## config.mk

```make
export PLATFORM = sky130hd
export DESIGN_NAME = avalon_sdram_arbiter
export DESIGN_NICKNAME = d
export VERILOG_FILES = /design/src/rtl/avalon_sdram_arbiter.sv
export SDC_FILE = /design/constraint.sdc
export NUM_CORES = 1
export LEC_CHECK = 0
export CORE_MARGIN = 4
export CORE_UTILIZATION = 35
export CTS_BUF_LIST = sky130_fd_sc_hd__clkbuf_2 sky130_fd_sc_hd__clkbuf_4 sky130_fd_sc_hd__clkbuf_8
export DETAILED_ROUTE_END_ITERATION = 10
export PLACE_DENSITY = 0.9
export SLEW_MARGIN = 0
export SYNTH_ARGS = -nofsm -noshare
export SYNTH_HDL_FRONTEND = slang
export SYNTH_SLANG_ARGS = --single-unit
```

## constraint.sdc

```tcl
create_clock -name clk -period 4.7 [get_ports clk]
set_clock_uncertainty 0.2 [all_clocks]
set_input_delay 0.94 -clock clk [delete_from_list [all_inputs] [get_ports clk]]
set_output_delay 0.94 -clock clk [all_outputs]
set_load 0.1 [all_outputs]
```

## src/rtl/avalon_sdram_arbiter.sv

```systemverilog
// avalon_sdram_arbiter: round-robin two-master Avalon-MM arbiter in front of the SDRAM controller,
// with request locking under stall and an in-order owner FIFO that routes read data back.
module avalon_sdram_arbiter #(
    parameter int AW          = 24,
    parameter int DW          = 16,
    parameter int BYTE        = DW/8,
    parameter int MAX_PENDING = 8,
    localparam int PW         = $clog2(MAX_PENDING),
    localparam int CW         = $clog2(MAX_PENDING+1)
) (
    input  logic            clk,
    input  logic            reset,
    input  logic            m0_read,
    input  logic            m0_write,
    input  logic [AW-1:0]   m0_address,
    input  logic [DW-1:0]   m0_writedata,
    input  logic [BYTE-1:0] m0_byteenable,
    output logic            m0_waitrequest,
    output logic [DW-1:0]   m0_readdata,
    output logic            m0_readdatavalid,
    input  logic            m1_read,
    input  logic            m1_write,
    input  logic [AW-1:0]   m1_address,
    input  logic [DW-1:0]   m1_writedata,
    input  logic [BYTE-1:0] m1_byteenable,
    output logic            m1_waitrequest,
    output logic [DW-1:0]   m1_readdata,
    output logic            m1_readdatavalid,
    output logic            s_read,
    output logic            s_write,
    output logic [AW-1:0]   s_address,
    output logic [DW-1:0]   s_writedata,
    output logic [BYTE-1:0] s_byteenable,
    input  logic            s_waitrequest,
    input  logic [DW-1:0]   s_readdata,
    input  logic            s_readdatavalid,
    output logic [CW-1:0]   pending_cnt,
    output logic            err_orphan
);
    logic last_gnt_q, last_gnt_d, locked_q, locked_d, locked_id_q, locked_id_d, err_q, err_d;
    logic [PW-1:0] wr_ptr_q, rd_ptr_q;
    logic [CW-1:0] cnt_q, cnt_d;
    logic [MAX_PENDING-1:0] tag_q;
    logic tag_empty, tag_full, push, pop, elig0, elig1, sel, sel_vld, accept, stall;

    always_ff @(posedge clk or negedge reset)
        if (!reset) begin
            last_gnt_q  <= 1'b1;
            locked_q    <= 1'b0;
            locked_id_q <= 1'b0;
            err_q       <= 1'b0;
            wr_ptr_q    <= '0;
            rd_ptr_q    <= '0;
            cnt_q       <= '0;
            tag_q       <= '0;
        end else begin
            last_gnt_q  <= last_gnt_d;
            locked_q    <= locked_d;
            locked_id_q <= locked_id_d;
            err_q       <= err_d;
            cnt_q       <= cnt_d;
            if (push) tag_q[wr_ptr_q] <= sel;
            wr_ptr_q    <= wr_ptr_q + PW'(push);
            rd_ptr_q    <= rd_ptr_q + PW'(pop);
        end

    // A pop in this cycle frees a slot, so a waiting read may be pushed alongside it.
    always_comb begin
        tag_empty        = cnt_q == '0;
        pop              = s_readdatavalid & ~tag_empty;
        tag_full         = (cnt_q == CW'(MAX_PENDING)) & ~pop;
        elig0            = (m0_read | m0_write) & ~(m0_read & tag_full);
        elig1            = (m1_read | m1_write) & ~(m1_read & tag_full);
        sel_vld          = locked_q | elig0 | elig1;
        sel              = locked_q ? locked_id_q : (elig0 & elig1) ? ~last_gnt_q : elig1;
        s_read           = sel_vld & (sel ? m1_read : m0_read);
        s_write          = sel_vld & (sel ? m1_write : m0_write);
        s_address        = sel ? m1_address : m0_address;
        s_writedata      = sel ? m1_writedata : m0_writedata;
        s_byteenable     = sel ? m1_byteenable : m0_byteenable;
        accept           = (s_read | s_write) & ~s_waitrequest;
        stall            = (s_read | s_write) & s_waitrequest;
        m0_waitrequest   = ~(accept & ~sel);
        m1_waitrequest   = ~(accept & sel);
        m0_readdata      = s_readdata;
        m1_readdata      = s_readdata;
        m0_readdatavalid = pop & ~tag_q[rd_ptr_q];
        m1_readdatavalid = pop & tag_q[rd_ptr_q];
        pending_cnt      = cnt_q;
        err_orphan       = err_q;
    end

    always_comb begin
        push        = accept & s_read;
        last_gnt_d  = accept ? sel : last_gnt_q;
        locked_d    = accept ? 1'b0 : stall ? 1'b1 : locked_q;
        locked_id_d = stall ? sel : locked_id_q;
        cnt_d       = cnt_q + CW'(push) - CW'(pop);
        err_d       = err_q | (s_readdatavalid & tag_empty);
    end
endmodule
```

==> results.rst <==
.. list-table::
   :header-rows: 1

   * - Metric
     - Value
   * - Result of the run
     - complete, no violations
   * - Share of synthesized area occupied by flip-flops and latches
     - 25.8%
   * - Endpoint required time on the critical path
     - 3560 ps
   * - Overall Global Routing Usage
     - 20.7%
   * - Net total in the final layout
     - 439
   * - Minimum period implied by the final worst setup slack
     - 4300 ps
   * - Number of buffers added for setup after CTS
     - 0
   * - Number of synthesized flops with an enable pin
     - 0
   * - Final global-route overflow total
     - 0
   * - Core ar.
     - 5920 µm²
   * - Max-slew violation total from the final report
     - 0
   * - Total routed wirelength
     - 7.80 mm
   * - Syn Std Cell Area
     - 2140 µm²
   * - Largest net degree at the start of global routing
     - 23
   * - Chain of cells forming the critical path
     - clkdlybuf4s50_1 -> nor2_2 -> nor3b_2 -> a221o_2 -> buf_12 -> mux2_2 -> buf_12
   * - Weighted congestion at the end of routability-driven global placement
     - 0.945
   * - Predominant post-synthesis flop cell
     - sky130_fd_sc_hd__dfrtp_1
   * - Initial antenna violation count
     - 0
   * - Initial Util
     - 36.1%
   * - Number of filler cells placed in the layout
     - 409
   * - Biggest area consumer among synthesized cells
     - sky130_fd_sc_hd__dfrtp_1
   * - # Max-Cap Violations
     - 0
   * - CTS tree
     - built
   * - Synthesized netlist cell count
     - 208
   * - Setup repair after global routing missed its margin
     - false
   * - Clk sink count
     - 22
   * - Register clock-pin slew on the reported worst setup and hold paths
     - 90 ps
   * - Drt pass-1 iters
     - 4
   * - Avg Cell Area, Syn
     - 10.3 µm²
   * - Post-synthesis net count
     - 327
   * - Top cells by area, synth
     - sky130_fd_sc_hd__dfrtp_1 25%, sky130_fd_sc_hd__mux2_2 23%, sky130_fd_sc_hd__buf_4 12%, sky130_fd_sc_hd__ha_1 5.9%, sky130_fd_sc_hd__mux2i_1 4.7%
   * - Slew HR
     - 33.2%
   * - Critical path class
     - in2out
   * - Antenna diodes
     - 0
   * - IO Port Bufs
     - 144
   * - Most frequent cell after synthesis
     - sky130_fd_sc_hd__mux2_2
   * - Worst Max-Slew Pin Slew
     - 1000 ps
   * - Cell repeated most along the worst path
     - sky130_fd_sc_hd__buf_12
   * - CP arrival
     - 3160 ps
   * - Count of nets left with antenna violations after detail routing
     - 0
   * - Post-synthesis async set-or-reset flop share
     - 100%
   * - Synth-to-layout area growth
     - 85.8%
   * - Die width
     - 86.1 µm
   * - Ratio of cells with drive above 1 in the final layout
     - 36.7%
   * - Hold buffer count at CTS
     - 0
   * - Worst Setup End Kind
     - primary output
   * - Drt drc
     - 0
   * - Number of global-route vias before repair
     - 2265
   * - Die footprint
     - 7420 µm²
   * - Accumulated negative setup slack
     - 0 ps
   * - Yosys warns
     - 0
   * - Clock tree root buffer cell
     - sky130_fd_sc_hd__clkbuf_8
   * - CP max stage delay
     - 570 ps
   * - Global-route wire length before repair
     - 11.8 mm
   * - Achievable frequency
     - 0.232 GHz
   * - Area share of the largest cell type after synthesis
     - 24.6%
   * - Post_cts resized
     - 0
   * - CP max-delay cell
     - sky130_fd_sc_hd__clkdlybuf4s50_1
   * - Final period utilization
     - 91.6%
   * - Vias per cell
     - 5.07
   * - Number of placement rows
     - 28
   * - Nature of the critical path startpoint
     - input port
   * - Vias after detailed routing
     - 1996
   * - Max H-tree Level
     - 1
   * - Detailed router's first-iteration violation count
     - 49
   * - Final hold violation count
     - 0
   * - Worst hold path type
     - reg2reg
   * - Routed len/inst
     - 19.8 µm
   * - Vertical die dimension
     - 86.1 µm
   * - Longest Clk Path Bufs
     - 2
   * - Clock Latency Late Sink
     - 270 ps
   * - I/O pin cnt
     - 193
   * - Num CTS Buffers
     - 3
   * - Final count of negative-setup-slack endpoints
     - 0
   * - Commonest cells in the netlist
     - 44 x sky130_fd_sc_hd__mux2_2, 33 x sky130_fd_sc_hd__buf_4, 21 x sky130_fd_sc_hd__dfrtp_1
   * - Maximum fanout encountered on the critical timing path
     - 22
   * - FF+latch count, synth
     - 22
   * - Post-DP HPWL
     - 6.78 mm
   * - Count of unique library cells instantiated by Yosys
     - 40
## cell type report
type	count	area, µm²	share of cell area, %
Sequential cell	22	552	13.9
Clock buffer	3	41.3	1.04
Tap cell	75	93.8	2.36
Multi-Input combinational cell	129	1250	31.4
Inverter	17	63.8	1.61
Timing Repair Buffer	147	1940	49.0
Clock inverter	1	30.0	0.756
## final timing paths
kind	start	to	slack [ps]	cells after the start
min in group asynchronous	reset	rd_ptr_q[2]$_DFF_PN0_	1020	1
min reg2reg	err_orphan$_DFF_PN0_	err_orphan$_DFF_PN0_	290	1
min	err_orphan$_DFF_PN0_	err_orphan$_DFF_PN0_	290	1
max reg2reg	pending_cnt[2]$_DFF_PN0_	pending_cnt[2]$_DFF_PN0_	1180	12
max in group asynchronous	reset	locked_q$_DFFE_PN0P_	2670	1
max	m0_read	s_writedata[10]	400	7
## worst max-delay path: cells and delay by family
family          cells  cell delay, ps
buf+inv             3             970
mux                 1             390
compound gates      1             460
simple gates        2             380
## registers in the layout (all words and copies together), names as in the netlist
register	count
tag_q	8
pending_cnt	4
rd_ptr_q	3
wr_ptr_q	3
err_orphan	1
last_gnt_q	1
locked_id_q	1
locked_q	1
## metal layers
| metal | share of wire (%) | routed length (µm) | track usage, % |
|---|---|---|---|
| met5 | 0 | 0 | 0 |
| met4 | 2.4 | 191 | 7.91 |
| met3 | 7.4 | 579 | 5.67 |
| met2 | 57 | 4420 | 39.2 |
| met1 | 33 | 2610 | 21.5 |
## logic make-up after synthesis
group	after synthesis	share of synthesized area (%)
AND/OR/NAND/NOR	34	9.43
AO/OA/AOI/OAI	24	10.2
multiplexers	56	30.0
adder cells (fa/ha/maj)	11	6.79
flip-flops	22	25.8
buffers and inverters	57	16.2
XOR/XNOR	4	1.64
## cell usage in the layout, fill, tap and decap left out, types with 2 or more instances in the layout
cell and instances:
sky130_fd_sc_hd__clkdlybuf4s50_1 96, sky130_fd_sc_hd__buf_12 48, sky130_fd_sc_hd__mux2_2 44, sky130_fd_sc_hd__dfrtp_1 21, sky130_fd_sc_hd__inv_1 17, sky130_fd_sc_hd__mux2i_1 10, sky130_fd_sc_hd__ha_1 10, sky130_fd_sc_hd__nand2b_1 6
sky130_fd_sc_hd__nor2_2 5, sky130_fd_sc_hd__nand2_1 5, sky130_fd_sc_hd__nor2_1 5, sky130_fd_sc_hd__a211oi_1 5, sky130_fd_sc_hd__xor2_1 4, sky130_fd_sc_hd__a21oi_1 3, sky130_fd_sc_hd__a2111oi_2 3, sky130_fd_sc_hd__clkbuf_8 3
sky130_fd_sc_hd__buf_4 3, sky130_fd_sc_hd__nand3_1 2, sky130_fd_sc_hd__nor3_1 2, sky130_fd_sc_hd__or3_1 2, sky130_fd_sc_hd__mux4_2 2, sky130_fd_sc_hd__o21ai_0 2
## through the flow
stage | utilization [%] | std cells | setup WS (ps) | area [µm²] | hold WS (ps)
final | 67.1 | 394 | 397 | 3970 | 290
after floorplan | - | 208 | 230 | 2140 | 260
after CTS | 67.1 | 394 | 410 | 3970 | 289
after global placement | 65.9 | 390 | 483 | 3900 | 258
after detailed placement | 65.9 | 390 | 415 | 3900 | 268
after global routing | 67.1 | 394 | 278 | 3970 | 315
Power is not shown: default switching activity piles up to over one toggle a cycle in this logic, so the estimate is an artifact.
==> RTL edit: new RTL, same settings <==
One comparison of `cnt_q` changes from == to >=.
--- a/src/rtl/avalon_sdram_arbiter.sv
+++ b/src/rtl/avalon_sdram_arbiter.sv
@@ -68,7 +68,7 @@
     always_comb begin
         tag_empty        = cnt_q == '0;
         pop              = s_readdatavalid & ~tag_empty;
-        tag_full         = (cnt_q == CW'(MAX_PENDING)) & ~pop;
+        tag_full         = (cnt_q >= CW'(MAX_PENDING)) & ~pop;
         elig0            = (m0_read | m0_write) & ~(m0_read & tag_full);
         elig1            = (m1_read | m1_write) & ~(m1_read & tag_full);
         sel_vld          = locked_q | elig0 | elig1;
Function: no difference found for any inputs over 10 cycles, from zero or initial values and one cycle with reset low; that may be too few to reach the edited logic, so the function may still have changed.
==> RTL edit against the original RTL <==
Routed wire length down 0.29%. Worst setup slack better by 0.019 ns. Sequential cell count unchanged. Register-to-register slack better by 0.18 ns. Design area down 2.8%. Synthesized area down 2.4%. Core utilization up 1.3 points. Critical path depth up 1. Largest cell class unchanged.
Power is left out: the tool's default activity adds up to more than one toggle a clock period on the data nets, which glitch-free logic cannot reach.
==> RTL edit: results (changes against the original RTL) <==
- R2R Setup Slk: 1.36 ns (was 1.18 ns)
- CP max-delay cell: clkdlybuf4s50_1 (unchanged)
- CTS buffer count: 3 (unchanged)
- Slew @ Worst Pin: 0.998 ns (was 1.00 ns)
- First-pass GRT wire length: 11900 µm (was 11800 µm)
- Post-Syn Nets: 409 (was 327)
- List of most frequent post-synthesis cells: nand2_1 (131), buf_4 (33), dfrtp_1 (21) (was mux2_2 (44), buf_4 (33), dfrtp_1 (21))
- Average wire per standard cell: 16.6 µm (was 19.8 µm)
- Clock root buffer: clkbuf_8 (unchanged)
- Post-DP Area: 0.00380 mm² (was 0.00390 mm²)
- Vias in the first global route: 2352 (was 2265)
- Pin count of the biggest net entering global routing: 28 (was 23)
- Sequential element share of the synthesized area: 26.5% (was 25.8%)
- Starting DRT DRC Count: 96 (was 49)
- R2R depth: 13 (was 12)
- Share of layout cells above drive strength 1: 16.4% (was 36.7%)
- Primary FF master, synth: dfrtp_1 (unchanged)
- Critical Path End: m0_waitrequest (was s_writedata[10])
- Arrival time worst endpoint: 3.14 ns (was 3.16 ns)
- Main area contributors after synthesis: dfrtp_1 (25%), nand2_1 (24%), buf_4 (12%) (was dfrtp_1 (25%), mux2_2 (23%), buf_4 (12%))
- CP max FO: 26 (was 22)
- Detailed-route via count: 2264 (was 1996)
- Hold Path Class: reg2reg (unchanged)
- Bufs on Longest Clock Path: 2 (unchanged)
- Placer congestion estimate: 0.857 (was 0.945)
- Reg2reg end: pending_cnt[1]$_DFF_PN0_ (was pending_cnt[2]$_DFF_PN0_)
- Netlist cell types: 42 (was 40)
- Outcome: completed (unchanged)
- Hpwl dp: 6310 µm (was 6780 µm)
- Post-CTS Resized: 0 (unchanged)
- Port bufs: 144 (unchanged)
- Fin nets: 516 (was 439)
- Tot GR Track Use: 20.2% (was 20.7%)
## RTL edit: cell families after synthesis
kind of cell | Yosys count | synth area share, %
compound gates | 18 | 6.30
xor+xnor | 4 | 1.68
fa+ha+maj | 11 | 6.96
buf+inv | 57 | 17.0
flops | 22 | 26.5
mux | 11 | 6.96
simple gates | 167 | 34.7
## RTL edit: worst max-delay path: cells and delay by family
kind	cells	cell delay, ns
simple gates	4	1.03
buf+inv	3	0.99
compound gates	1	0.18
## RTL edit: metal layers
metal / GRT usage (%) / vias to the layer above / share of wire [%]
li1: - / 1111 / -
met1: 22.8 / 1021 / 36
met2: 38.6 / 119 / 55
met3: 4.27 / 13 / 7.2
met4: 4.17 / 0 / 1.7
met5: 0 / - / 0
## RTL edit: worst min path at each step
stage	from	end	depth (start not counted)
after global placement	tag_q[3]$_DFFE_PN0P_	tag_q[3]$_DFFE_PN0P_	1
after global routing	tag_q[0]$_DFFE_PN0P_	tag_q[0]$_DFFE_PN0P_	1
after floorplan	tag_q[2]$_DFFE_PN0P_	tag_q[2]$_DFFE_PN0P_	1
final	tag_q[0]$_DFFE_PN0P_	tag_q[0]$_DFFE_PN0P_	1
after CTS	err_orphan$_DFF_PN0_	err_orphan$_DFF_PN0_	1
after detailed placement	err_orphan$_DFF_PN0_	err_orphan$_DFF_PN0_	1
## RTL edit: cell type report
class | count | area (µm²)
Timing Repair Buffer | 147 | 1930
Sequential cell | 22 | 552
Clock buffer | 4 | 55.1
Tap cell | 72 | 90.1
Fill cell | 415 | 1780
Multi-Input combinational cell | 211 | 1180
Inverter | 12 | 45.0
## RTL edit: through the flow
step,hold slack [ns],std cells,setup slack (ns)
floorplan,0.259,290,0.147
global placement,0.271,464,0.500
detailed placement,0.258,464,0.433
CTS,0.289,468,0.424
global route,0.317,468,0.306
finish,0.299,468,0.416
